`src/rtl/jcr_seq_irq_unit_if.sv`:
```
// Control/status bundle between the jacaranda core decode path and the
// program-sequencing/interrupt unit.
interface jcr_seq_irq_unit_if #(
    parameter int PC_W       = 8,
    parameter int N_IRQ      = 4,
    parameter int NEST_DEPTH = 2
);
    localparam int ID_W  = (N_IRQ > 1) ? $clog2(N_IRQ) : 1;
    localparam int LVL_W = $clog2(NEST_DEPTH + 1);

    logic                    jmp_en;
    logic                    je_en;
    logic                    ret;
    logic                    flag_w_en;
    logic                    flag_in;
    logic [PC_W-1:0]         target;
    logic [N_IRQ-1:0]        irq_req;
    logic [N_IRQ-1:0]        irq_en;
    logic                    global_en;
    logic [N_IRQ*PC_W-1:0]   irq_vec;
    logic [PC_W-1:0]         pc;
    logic                    flag;
    logic                    in_isr;
    logic [LVL_W-1:0]        level;
    logic [ID_W-1:0]         active_id;
    logic [N_IRQ-1:0]        irq_ack;
    logic                    ret_err;

    modport master (
        output jmp_en, je_en, ret, flag_w_en, flag_in, target,
               irq_req, irq_en, global_en, irq_vec,
        input  pc, flag, in_isr, level, active_id, irq_ack, ret_err
    );

    modport slave (
        input  jmp_en, je_en, ret, flag_w_en, flag_in, target,
               irq_req, irq_en, global_en, irq_vec,
        output pc, flag, in_isr, level, active_id, irq_ack, ret_err
    );
endinterface

```
`src/rtl/jcr_seq_irq_unit.sv`:
```
// Program sequencer for the jacaranda core: PC, branch flag, vectored
// prioritised interrupts and a nested return stack with tail-chaining.
module jcr_seq_irq_unit #(
    parameter int PC_W       = 8,
    parameter int N_IRQ      = 4,
    parameter int NEST_DEPTH = 2
) (
    input logic          clock,
    input logic          reset,
    jcr_seq_irq_unit_if.slave bus
);
    localparam int ID_W  = (N_IRQ > 1) ? $clog2(N_IRQ) : 1;
    localparam int LVL_W = $clog2(NEST_DEPTH + 1);
    localparam int IDX_W = (NEST_DEPTH > 1) ? $clog2(NEST_DEPTH) : 1;
    localparam logic [LVL_W-1:0] MAX_LVL = LVL_W'(NEST_DEPTH);

    logic [PC_W-1:0]  pc_q, pc_d;
    logic             flag_q, flag_d;
    logic [LVL_W-1:0] level_q, level_d;
    logic [ID_W-1:0]  active_id_q, active_id_d;
    logic [N_IRQ-1:0] irq_ack_q, irq_ack_d;
    logic             ret_err_q, ret_err_d;

    logic [PC_W-1:0]  stk_pc_q   [NEST_DEPTH];
    logic             stk_flag_q [NEST_DEPTH];
    logic [ID_W-1:0]  stk_id_q   [NEST_DEPTH];

    logic             ret_ok;
    logic             push;
    logic [IDX_W-1:0] push_idx;
    logic [IDX_W-1:0] pop_idx;
    logic [PC_W-1:0]  pop_pc;
    logic             pop_flag;
    logic [ID_W-1:0]  pop_id;
    logic [PC_W-1:0]  seq_pc;
    logic             flag_next;
    logic             cand_vld;
    logic [ID_W-1:0]  cand;
    logic             ceil_vld;
    logic [ID_W-1:0]  ceil_id;
    logic [LVL_W-1:0] eff_level;
    logic             take;

    always_comb begin
        ret_ok   = bus.ret && (level_q != '0);
        push_idx = IDX_W'(level_q);
        pop_idx  = IDX_W'(level_q - LVL_W'(1));

        pop_pc   = '0;
        pop_flag = 1'b0;
        pop_id   = '0;
        if (level_q != '0) begin
            pop_pc   = stk_pc_q[pop_idx];
            pop_flag = stk_flag_q[pop_idx];
            pop_id   = stk_id_q[pop_idx];
        end

        // A valid return owns the flag; otherwise je_en consumes it before any ALU write.
        if (ret_ok)             flag_next = pop_flag;
        else if (bus.je_en)     flag_next = 1'b0;
        else if (bus.flag_w_en) flag_next = bus.flag_in;
        else                    flag_next = flag_q;

        if (bus.jmp_en || (bus.je_en && flag_q)) seq_pc = bus.target;
        else                                     seq_pc = pc_q + PC_W'(1);

        cand_vld = 1'b0;
        cand     = '0;
        for (int i = N_IRQ - 1; i >= 0; i--) begin
            if (bus.irq_req[i] && bus.irq_en[i]) begin
                cand_vld = 1'b1;
                cand     = ID_W'(i);
            end
        end
        cand_vld = cand_vld && bus.global_en;

        // On a return the ceiling is whatever the popped context was running.
        if (ret_ok) begin
            ceil_vld  = (level_q - LVL_W'(1)) != '0;
            ceil_id   = pop_id;
            eff_level = level_q - LVL_W'(1);
        end else begin
            ceil_vld  = level_q != '0;
            ceil_id   = active_id_q;
            eff_level = level_q;
        end

        take = cand_vld && (!ceil_vld || (cand < ceil_id)) && (eff_level < MAX_LVL);
        push = take && !ret_ok;

        pc_d        = seq_pc;
        flag_d      = flag_next;
        level_d     = level_q;
        active_id_d = active_id_q;
        irq_ack_d   = '0;
        ret_err_d   = ret_err_q || (bus.ret && !ret_ok);

        if (take) begin
            pc_d        = bus.irq_vec[int'(cand)*PC_W +: PC_W];
            active_id_d = cand;
            irq_ack_d   = N_IRQ'(1) << cand;
            if (!ret_ok) level_d = level_q + LVL_W'(1);
        end else if (ret_ok) begin
            pc_d        = pop_pc;
            flag_d      = pop_flag;
            active_id_d = pop_id;
            level_d     = level_q - LVL_W'(1);
        end
    end

    always_ff @(posedge clock) begin
        if (reset) begin
            pc_q        <= '0;
            flag_q      <= 1'b0;
            level_q     <= '0;
            active_id_q <= '0;
            irq_ack_q   <= '0;
            ret_err_q   <= 1'b0;
            for (int i = 0; i < NEST_DEPTH; i++) begin
                stk_pc_q[i]   <= '0;
                stk_flag_q[i] <= 1'b0;
                stk_id_q[i]   <= '0;
            end
        end else begin
            pc_q        <= pc_d;
            flag_q      <= flag_d;
            level_q     <= level_d;
            active_id_q <= active_id_d;
            irq_ack_q   <= irq_ack_d;
            ret_err_q   <= ret_err_d;
            // Tail-chain leaves the stack alone: the popped frame stays as the return target.
            if (push) begin
                stk_pc_q[push_idx]   <= seq_pc;
                stk_flag_q[push_idx] <= flag_next;
                stk_id_q[push_idx]   <= active_id_q;
            end
        end
    end

    assign bus.pc        = pc_q;
    assign bus.flag      = flag_q;
    assign bus.in_isr    = level_q != '0;
    assign bus.level     = level_q;
    assign bus.active_id = active_id_q;
    assign bus.irq_ack   = irq_ack_q;
    assign bus.ret_err   = ret_err_q;
endmodule

```
`src/flat_wrapper.sv`:
```
// flat-port wrapper written by rule: the top's interface ports become plain ports
module jcr_seq_irq_unit_flat 
#(
    parameter int PC_W       = 8,
    parameter int N_IRQ      = 4,
    parameter int NEST_DEPTH = 2
)
  (clock, reset, bus_jmp_en, bus_je_en, bus_ret, bus_flag_w_en, bus_flag_in, bus_target, bus_irq_req, bus_irq_en, bus_global_en, bus_irq_vec, bus_pc, bus_flag, bus_in_isr, bus_level, bus_active_id, bus_irq_ack, bus_ret_err);
  jcr_seq_irq_unit_if #(.PC_W(PC_W), .N_IRQ(N_IRQ), .NEST_DEPTH(NEST_DEPTH)) bus_i ();
  input logic clock;
  input logic reset;
  input wire logic [$bits(bus_i.jmp_en)-1:0] bus_jmp_en;
  input wire logic [$bits(bus_i.je_en)-1:0] bus_je_en;
  input wire logic [$bits(bus_i.ret)-1:0] bus_ret;
  input wire logic [$bits(bus_i.flag_w_en)-1:0] bus_flag_w_en;
  input wire logic [$bits(bus_i.flag_in)-1:0] bus_flag_in;
  input wire logic [$bits(bus_i.target)-1:0] bus_target;
  input wire logic [$bits(bus_i.irq_req)-1:0] bus_irq_req;
  input wire logic [$bits(bus_i.irq_en)-1:0] bus_irq_en;
  input wire logic [$bits(bus_i.global_en)-1:0] bus_global_en;
  input wire logic [$bits(bus_i.irq_vec)-1:0] bus_irq_vec;
  output wire logic [$bits(bus_i.pc)-1:0] bus_pc;
  output wire logic [$bits(bus_i.flag)-1:0] bus_flag;
  output wire logic [$bits(bus_i.in_isr)-1:0] bus_in_isr;
  output wire logic [$bits(bus_i.level)-1:0] bus_level;
  output wire logic [$bits(bus_i.active_id)-1:0] bus_active_id;
  output wire logic [$bits(bus_i.irq_ack)-1:0] bus_irq_ack;
  output wire logic [$bits(bus_i.ret_err)-1:0] bus_ret_err;
  assign bus_i.jmp_en = bus_jmp_en;
  assign bus_i.je_en = bus_je_en;
  assign bus_i.ret = bus_ret;
  assign bus_i.flag_w_en = bus_flag_w_en;
  assign bus_i.flag_in = bus_flag_in;
  assign bus_i.target = bus_target;
  assign bus_i.irq_req = bus_irq_req;
  assign bus_i.irq_en = bus_irq_en;
  assign bus_i.global_en = bus_global_en;
  assign bus_i.irq_vec = bus_irq_vec;
  assign bus_pc = bus_i.pc;
  assign bus_flag = bus_i.flag;
  assign bus_in_isr = bus_i.in_isr;
  assign bus_level = bus_i.level;
  assign bus_active_id = bus_i.active_id;
  assign bus_irq_ack = bus_i.irq_ack;
  assign bus_ret_err = bus_i.ret_err;
  jcr_seq_irq_unit #(.PC_W(PC_W), .N_IRQ(N_IRQ), .NEST_DEPTH(NEST_DEPTH)) u_core (.clock(clock), .reset(reset), .bus(bus_i));
endmodule
```
`config.mk`:
```
export PLATFORM = sky130hd
export DESIGN_NAME = jcr_seq_irq_unit_flat
export DESIGN_NICKNAME = d
export VERILOG_FILES = /design/src/rtl/jcr_seq_irq_unit_if.sv /design/src/rtl/jcr_seq_irq_unit.sv /design/src/flat_wrapper.sv
export SDC_FILE = /design/constraint.sdc
export NUM_CORES = 1
export LEC_CHECK = 0
export ABC_AREA = 1
export CORE_MARGIN = 2
export CORE_UTILIZATION = 47
export CTS_BUF_LIST = sky130_fd_sc_hd__clkbuf_8
export CTS_CLUSTER_SIZE = 10
export DETAILED_ROUTE_END_ITERATION = 16
export GPL_TIMING_DRIVEN = 1
export PLACE_DENSITY = 0.79
export SETUP_SLACK_MARGIN = 0.5
export SYNTH_ARGS = -nofsm -noshare
export SYNTH_HDL_FRONTEND = slang
export SYNTH_SLANG_ARGS = --single-unit
```
`constraint.sdc`:
```
create_clock -name clock -period 4 [get_ports clock]
set_clock_uncertainty 0.2 [all_clocks]
set_input_delay 0.4 -clock clock [delete_from_list [all_inputs] [get_ports clock]]
set_output_delay 0.4 -clock clock [all_outputs]
set_load 0.02 [all_outputs]
```
==> impl_metrics.toml, run 1 <==
[power]
peakVddDrop_mv = 0.2380
p_per_area_mw_per_mm2 = 493.9
p_leak_nw = 1.311

[finish]
syn2layout_area_growth_pct = 39.24
drive_above_1_share_pct = 8.895
post-route-cell-area_mm2 = 0.003148
final_net_count = 432
insertedDiodeCount = 0
final_cell_count_no_fill = 425

[drt]
drc = 0
drtAntennaViolNets = 0
wl_um = 5833
wl_per_cell_um = 13.72
first_iter_violations = 271
dr.pass1.iters = 5
viasPerCell = 5.282
via_count = 2245

[global_routing]
gr-total-overflow = 0
grt_pass1_wl_um = 9522
grt_util_all_layers_pct = 23.36
grt_max_degree = 20
antenna_found_initial = 0
grt_pass1_vias = 2141

[clocking]
clock_latency_ps = 300
clock_sinks = 40
hold_buffers = 0
clk_pin_slew_ps = 70
htree_levels = 2
clk_path_buf_depth = 2
postCtsSetupBuffers = 0
cts_resized = 0
cts_tree = "done"
cts_buffers = 5
root_buffer = "clkbuf_8"

[synthesis]
synthArstFlopShare_pct = 0
ys_ff_latch = 40
syn_nets = 356
synthCells = 294
synth_seq_area_share_pct = 45.16
netlist_area_mm2 = 0.002261
synth_top_area_share_pct = 29.22
yosysTopAreaCell = "edfxtp_1"
syn-mean-instance-area_um2 = 7.690
synth_edf_count = 22
synth_area_leaders = "edfxtp_1, dfxtp_1, nor2_1"
synth.distinct_cells = 32
ys_warn_count = 0
synth_top_flop_cell = "edfxtp_1"

[timing]
fin_ws_ps = 838.5
rsz0062_at_grt = "no"
period_share_pct = 79.04
slew_headroom_pct = 64.43
min_period_ps = 3162
setup_viol = 0
fmax_ghz = 0.3163
worst_pin_slew_ps = 527.9
finalMaxSlewViolations = 0
setup_tns_ps = 0
final_hold_viol_count = 0

[floorplanning]
die_h_um = 73.36
fp.coreArea_mm2 = 0.004692
die_area_mm2 = 0.005381
rows = 25
pin_count = 75
start_util_pct = 48.19
die_width_um = 73.36

[worst_setup_path]
critPathKind = "reg -> reg"
end_kind = "flop"
worst_ep_required_time_ps = 3780
critPathMaxFanout = 14
cp_data_arrival_time_ps = 2940
crit_start = "u_core.bus.level[1]"
cp-start-kind = "flop"
reg2reg_from = "u_core.bus.level[1]"

[run]
drv_cap = 0

[placed_design]
place_inst = 417
place_area_mm2 = 0.003058
dp_hpwl_um = 4514
portBuffers = 74
post-place-ws_ps = 660.2
gp_congestion = 0.8479

[min_path]
hold_class = "reg -> reg"
hp-start = "u_core.bus.ret_err"

[run_status]
status = "completed"
## layout make-up
type	instances	area, µm²
clock buffers	6	82.58
well taps	54	67.56
inverters	25	93.84
fillers	412	1544
repair buffers	81	793.3
flip-flops and latches	40	1021
multi-input cells	217	1082
clock inverters	2	7.507
## routing by layer
layer	vias to the layer above	global-route usage, %	routed length, µm
li1	1130	-	-
met1	1005	29.14	2341
met2	103	39.74	2871
met3	7	5.761	532
met4	0	7.475	87
met5	-	0	0
## critical path, stage by stage (launching register included)
cell	delay (ps)
dfxtp_1	370
inv_1	80
ha_1	250
nor2_4	170
o21ai_0	100
o22ai_1	170
inv_1	70
ha_1	270
nand2_1	60
nand2_1	40
nand2_1	100
nand2_4	140
inv_2	140
ha_1	170
nand3_1	80
buf_4	200
nand2_2	230
## kinds of logic after synthesis
kind of cell	synth area share (%)
buf+inv	7.194
mux	1.384
compound gates	14.11
simple gates	28.45
fa+ha+maj	3.320
flops	45.16
xor+xnor	0.3875
## sequential cells by signal, summed over array words and instances (netlist names), 2 cells and up
name,cells
u_core.stk_id_q,4
u_core.bus.pc,8
u_core.stk_pc_q,16
u_core.bus.level,2
u_core.bus.irq_ack,4
u_core.stk_flag_q,2
u_core.bus.active_id,2
## worst paths after layout
path	endpoint	slack, ps	cells past startpoint
worst min-delay path	u_core.bus.ret_err	280	2
worst max register to register	u_core.stk_pc_q[0][5]	840	16
worst max-delay path	u_core.stk_pc_q[0][5]	840	16
worst min register to register	u_core.bus.ret_err	280	2
## synth_stat cells, types with 2 or more instances
master     n
nand4_1    2
a21oi_1    6
ha_1       6
a22oi_1    2
nand2_2    2
o22ai_1   13
inv_1     20
nor3_2     2
o21ai_2    2
mux2i_1    2
nand3_1   14
clkbuf_1   4
nand2_1   53
dfxtp_1   18
edfxtp_1  22
nor2_1    71
o21ai_0   32
buf_6      2
buf_2      4
inv_2      5
## report_power, final
part	internal [W]	switching (W)	total, W
clock network	0.000136	0.000139	0.000275
registers	0.000525	0.0000652	0.000590
logic	0.000289	0.000401	0.000690
total	0.000950	0.000605	0.00155
## through the flow
step	util (%)	hold slack, ps	total power, W
floorplan	-	269.1	0.001002
global placement	65.17	250.8	0.001276
detailed placement	65.17	268.7	0.001284
CTS	67.09	281.6	0.001552
global route	67.09	329.5	0.001656
finish	67.09	278.9	0.001555
## layout by cell type, fill, tap and decap left out, drive strengths merged
cell,Yosys,layout
a21oi,7,7
clkdlybuf4s50,0,74
a31oi,1,1
buf,8,7
or2,1,1
o21ai,34,34
clkbuf,4,6
o22ai,13,13
a22oi,2,2
nor3,2,2
nand3b,1,1
mux2,1,1
nand2,56,56
nor2,74,74
ha,6,6
dfxtp,18,18
mux2i,2,2
clkinv,0,1
nand4,2,2
nand3,14,14
inv,25,26
edfxtp,22,22
xnor2,1,1
Note: power is estimated with default switching activity, not from simulation.
==> run 2, diff against run 1 <==
==> constraint.sdc (replaced) <==
create_clock -name clock -period 3 [get_ports clock]
set_clock_uncertainty 0.2 [all_clocks]
set_input_delay 0.3 -clock clock [delete_from_list [all_inputs] [get_ports clock]]
set_output_delay 0.3 -clock clock [all_outputs]
set_load 0.02 [all_outputs]
==> impl_metrics.toml, run 2 (synthesized netlist as in run 1, its figures left out) <==
[floorplanning]
fp.coreArea_mm2 = 0.004692
die_width_um = 73.36
pin_count = 75
rows = 25
die_area_mm2 = 0.005381
start_util_pct = 48.19
die_h_um = 73.36

[timing]
min_period_ps = 2653
fin_ws_ps = 347.1
final_hold_viol_count = 0
fmax_ghz = 0.3770
finalMaxSlewViolations = 0
setup_viol = 0
rsz0062_at_grt = "yes"
period_share_pct = 88.43
worst_pin_slew_ps = 434.8
setup_tns_ps = 0
slew_headroom_pct = 71.01

[worst_setup_path]
cp-start-kind = "flop"
critPathKind = "reg -> reg"
worst_ep_required_time_ps = 2810
reg2reg_depth = 16
crit_start = "u_core.bus.level[1]"
crit_end = "u_core.stk_pc_q[1][5]"
critPathMaxFanout = 6
reg2reg_from = "u_core.bus.level[1]"
reg2reg_to = "u_core.stk_pc_q[1][5]"
cp_data_arrival_time_ps = 2460
end_kind = "flop"
r2r_slack_ps = 350

[placed_design]
dp_hpwl_um = 4359
place_area_mm2 = 0.003156
place_inst = 420
post-place-ws_ps = 24.08
gp_congestion = 0.8157
portBuffers = 74

[clocking]
cts_tree = "done"
hold_buffers = 0
clk_path_buf_depth = 2
cts_buffers = 5
clock_sinks = 40
htree_levels = 2
root_buffer = "clkbuf_8"
clk_pin_slew_ps = 70
clock_latency_ps = 300

[power]
total_power_w = 0.002281
peakVddDrop_mv = 0.2823
p_per_area_mw_per_mm2 = 644.2
p_leak_nw = 1.485

[global_routing]
gr-total-overflow = 0
grt_pass1_vias = 2249
grt_util_all_layers_pct = 24.47
grt_pass1_wl_um = 10080
antenna_found_initial = 0
grt_max_degree = 20

[drt]
via_count = 2345
viasPerCell = 5.200
wl_per_cell_um = 14.02
drtAntennaViolNets = 0
drc = 0
first_iter_violations = 235
dr.pass1.iters = 4
wl_um = 6325

[min_path]
hold_class = "in -> reg"

[run_status]
status = "completed"

[finish]
insertedDiodeCount = 0
syn2layout_area_growth_pct = 56.61
largest_reg_flops = 16
final_cell_count_no_fill = 451
regMostFlops = "u_core.stk_pc_q"
final_common_cell = "clkdlybuf4s50_1"
post-route-cell-area_mm2 = 0.003541
final_cell_mix = "clkdlybuf4s50_1, nor2_1, nand2_1"
drive_above_1_share_pct = 19.65
final_net_count = 458

[run]
drv_cap = 0
-- run 2: cell count changes in the layout (fill, tap and decap cells not counted), sizes merged --
cell / change
clkbuf: -1
clkdlybuf4s50: -1
dlygate4sd2: +1
nand2: +2
buf: +24
inv: +1
-- run 2: repair_timing --
action,4_1_cts,5_1_grt
cloned,3,0
resized for setup,11,16
pin swaps,11,6
buffers inserted,17,3
setup endpoints to repair,45,46
-- run 2: metal layers --
metal,GRT usage (%),wire (µm)
met2,39.64,2894
met4,11.92,133
met1,31.21,2764
met5,0,0
met3,4.938,532
-- run 2: final cells by class --
type | instances | area, µm²
multi-input cells | 219 | 1231
fillers | 328 | 1151
repair buffers | 105 | 1035
flip-flops and latches | 40 | 1026
inverters | 25 | 101.3
clock buffers | 5 | 68.82
well taps | 54 | 67.56
clock inverters | 3 | 11.26
-- run 2: worst max-delay path: stages (launching register included) --
cell     delay [ps]
dfxtp_2         340
inv_2            60
ha_4            170
nor2_4          110
o21ai_1          80
o22ai_1         190
inv_1            80
ha_1            280
nand2_1          60
nand2_1          50
nand2_2          70
nand2_4          70
inv_6            70
ha_4            150
nand3_4         130
buf_6           170
nand2_8          90
-- run 2: worst min path at each step --
stage	slack (ps)	cells after the start	endpoint	from
floorplan	160	1	u_core.bus.level[0]	reset
global placement	270	2	u_core.bus.ret_err	u_core.bus.ret_err
detailed placement	270	2	u_core.bus.ret_err	u_core.bus.ret_err
CTS	240	3	u_core.bus.ret_err	bus_ret
global route	320	3	u_core.bus.ret_err	bus_ret
finish	240	3	u_core.bus.ret_err	bus_ret
-- run 2: where the power goes --
group / leakage [nW] / switching, W / internal (W) / total [W]
combinational: 1.06 / 0.000633 / 0.000527 / 0.00116
sequential: 0.378 / 0.0000836 / 0.000703 / 0.000787
clock: 0.0482 / 0.000180 / 0.000155 / 0.000335
total: 1.49 / 0.000896 / 0.00138 / 0.00228
-- run 2: per-stage QoR --
| step | hold slack (ps) | utilization (%) |
|---|---|---|
| final | 240.9 | 75.47 |
| after global routing | 317.5 | 75.47 |
| after CTS | 235.2 | 73.84 |
| after detailed placement | 269.6 | 67.25 |
| after global placement | 267.3 | 67.25 |
| after floorplan | 159.4 | - |
==> RTL edit, RTL diff (settings of run 1) <==
`NEST_DEPTH` is set to 2 in 3 places; all go to 4.
--- a/src/rtl/jcr_seq_irq_unit_if.sv
+++ b/src/rtl/jcr_seq_irq_unit_if.sv
@@ -4,5 +4,5 @@
     parameter int PC_W       = 8,
     parameter int N_IRQ      = 4,
-    parameter int NEST_DEPTH = 2
+    parameter int NEST_DEPTH = 4
 );
     localparam int ID_W  = (N_IRQ > 1) ? $clog2(N_IRQ) : 1;
--- a/src/rtl/jcr_seq_irq_unit.sv
+++ b/src/rtl/jcr_seq_irq_unit.sv
@@ -4,5 +4,5 @@
     parameter int PC_W       = 8,
     parameter int N_IRQ      = 4,
-    parameter int NEST_DEPTH = 2
+    parameter int NEST_DEPTH = 4
 ) (
     input logic          clock,
--- a/src/flat_wrapper.sv
+++ b/src/flat_wrapper.sv
@@ -4,5 +4,5 @@
     parameter int PC_W       = 8,
     parameter int N_IRQ      = 4,
-    parameter int NEST_DEPTH = 2
+    parameter int NEST_DEPTH = 4
 )
   (clock, reset, bus_jmp_en, bus_je_en, bus_ret, bus_flag_w_en, bus_flag_in, bus_target, bus_irq_req, bus_irq_en, bus_global_en, bus_irq_vec, bus_pc, bus_flag, bus_in_isr, bus_level, bus_active_id, bus_irq_ack, bus_ret_err);
Interface: changed (resized bus_level); port bits go from 75 to 76. The function was not compared with the original's and may differ.
==> RTL edit against run 1 <==
  * Sequential share of layout area is 5.9 points higher
  * Critical endpoint is now u_core.stk_id_q[0][0]$_SDFFCE_PN0P_
  * Area after synthesis is 46% higher
  * Synthesized cell count rose by 33%
  * Wire length up 48%
  * Power grew 70%
  * Design area increased by 41%
  * Combinational power increased by 57%
  * Global-route usage grew 0.064 points
  * Hold slack worse by 0.0056 ns
  * Worst setup slack got worse by 0.17 ns
  * Clock power up 140%
  * Sequential cell count rose by 23
  * Largest cell class is now flip-flops and latches
  * Sequential power up 54%
==> RTL edit: results (changes against run 1) <==
| Metric | Value |
|---|---|
| FF-to-FF End | u_core.stk_id_q[0][0]$_SDFFCE_PN0P_ |
| Final worst slack | 0.665 ns (-0.174 ns) |
| Layout cells sized above 1 | 0.101 (+0.0119) |
| FF-to-FF setup slack | 0.66 ns (-0.17 ns) |
| Tot GR Track Use | 0.234 (+0.000643) |
| Yosys warns | 0 (unchanged) |
| # Post-CTS Setup Buffers | 0 (unchanged) |
| Num CTS Buffers | 9 (+4) |
| Filler cell count | 566 (+37%) |
| Worst Setup SP | u_core.bus.level[1]$_SDFFE_PP0P_ |
| Port bufs | 75 (+1.4%) |
| Vias in the first global route | 2,865 (+34%) |
| Status | finished clean |
| Drt total wl | 8640 um (+48%) |
| Slew @ Worst Pin | 0.797 ns (+0.269 ns) |
| GP Congestion | 0.900 (+6.2%) |
| # diodes | 0 (unchanged) |
| Critical Path AT | 3.17 ns (+0.23 ns) |
| Top post-synthesis cells by area | edfxtp_1 (40%), dfxtp_1 (12%), nor2_1 (11%) |
| Hpwl dp | 6340 um (+40%) |
| Hold WC Path Type | register to register |
| Clk_lat worst skew | 0.34 ns (+0.04 ns) |
| Ys async rst share | 0 (unchanged) |
| Mapped Nets | 455 (+28%) |
| Router iterations before antenna repair | 5 (unchanged) |
| Synth top cells by count | nor2_1 (96), nand2_1 (66), o21ai_0 (53) |
| Cells on worst reg2reg path | 16 (unchanged) |
| Root Driver | clkbuf_8 |
| Count of flip-flops with a built-in enable after synthesis | 44 (+100%) |
| Register area | 1700 sq um (+67%) |
| Crit-path max cell delay | 0.40 ns (+0.03 ns) |
| Placed inst area | 4180 sq um (+37%) |
| Setup slack at placement | 0.257 ns (-0.403 ns) |
| Leak | 0.00176 uW (+35%) |
| VDD IR max | 0.301 mV (+26%) |
| Via count | 2,987 (+33%) |
| Largest register FFs | 32 (+16) |
| Initial DRC count | 255 (-5.9%) |
| H-tree depth | 3 (+1) |
| CP top delay family | simple AND/OR/NAND/NOR gates |
| Critical path's slowest cell | dfxtp_2 |
| Sequential fraction of the synthesis area | 0.515 (+0.0638) |
| Final net count | 535 (+24%) |
| Crit Path Category | register to register |
| Maximum fanout along the worst path | 12 (-2) |
| Synth cell types | 36 (+13%) |
| Global-route wire length before repair | 13,600 um (+42%) |
| Clock transition at the registers of the reported paths | 0.07 ns (about the same) |
| Largest net degree at the start of global routing | 28 (+40%) |
RTL edit: power breakdown:
| part | switching, uW | total, uW | internal (uW) | leakage (uW) |
|---|---|---|---|---|
| logic | 659 | 1080 | 417 | 0.00103 |
| registers | 76.9 | 909 | 832 | 0.000613 |
| clock network | 253 | 662 | 409 | 0.000117 |
| total | 988 | 2650 | 1660 | 0.00176 |
RTL edit: kinds of logic (layout without fill, tap and decap cells):
family                     after synthesis  after routing  share of synthesized area
buffers and inverters                   45            130                     0.0587
adders and majority gates                8              8                     0.0303
muxes                                    1              1                    0.00303
DFF                                     63             63                      0.515
and+or+nand+nor                        183            183                      0.233
xor gates and xnor gates                 6              6                     0.0159
AOI/OAI and AO/OA                       85             85                      0.143
RTL edit: metrics by stage:
step	total power, uW	instances
detailed placement	1950	556
global placement	1930	556
CTS	2620	572
global route	2790	572
finish	2650	572
floorplan	1560	391
RTL edit: cell type report:
cell class | instances | area share
inverter | 29 | 0.0256
multi-input combinational | 283 | 0.326
tap | 96 | 0.0270
sequential | 63 | 0.383
clock inverter | 7 | 0.0250
clock buffer | 9 | 0.0278
timing repair buffer | 85 | 0.186
RTL edit: metal layers:
metal,vias to the layer above,track usage,part of all wire
met4,0,0.0923,0.018
met3,14,0.0707,0.085
met1,1350,0.297,0.43
met2,146,0.377,0.47
met5,-,0,0
li1,1477,-,-
RTL edit: repair_timing:
item                                    4_1_cts  5_1_grt
gates resized for setup                       4        5
pin swaps                                     0        0
endpoints found under the setup margin       24       45
RTL edit: worst min path at each step:
stage,slack (ns),cells after the start,to,startpoint
floorplan,0.27,1,u_core.bus.level[1]$_SDFFE_PP0P_,reset
detailed placement,0.26,1,u_core.bus.ret_err$_SDFF_PP0_,u_core.bus.ret_err$_SDFF_PP0_
finish,0.27,1,u_core.bus.ret_err$_SDFF_PP0_,u_core.bus.ret_err$_SDFF_PP0_
global route,0.28,1,u_core.bus.ret_err$_SDFF_PP0_,u_core.bus.ret_err$_SDFF_PP0_
global placement,0.25,1,u_core.bus.ret_err$_SDFF_PP0_,u_core.bus.ret_err$_SDFF_PP0_
CTS,0.27,1,u_core.bus.ret_err$_SDFF_PP0_,u_core.bus.ret_err$_SDFF_PP0_
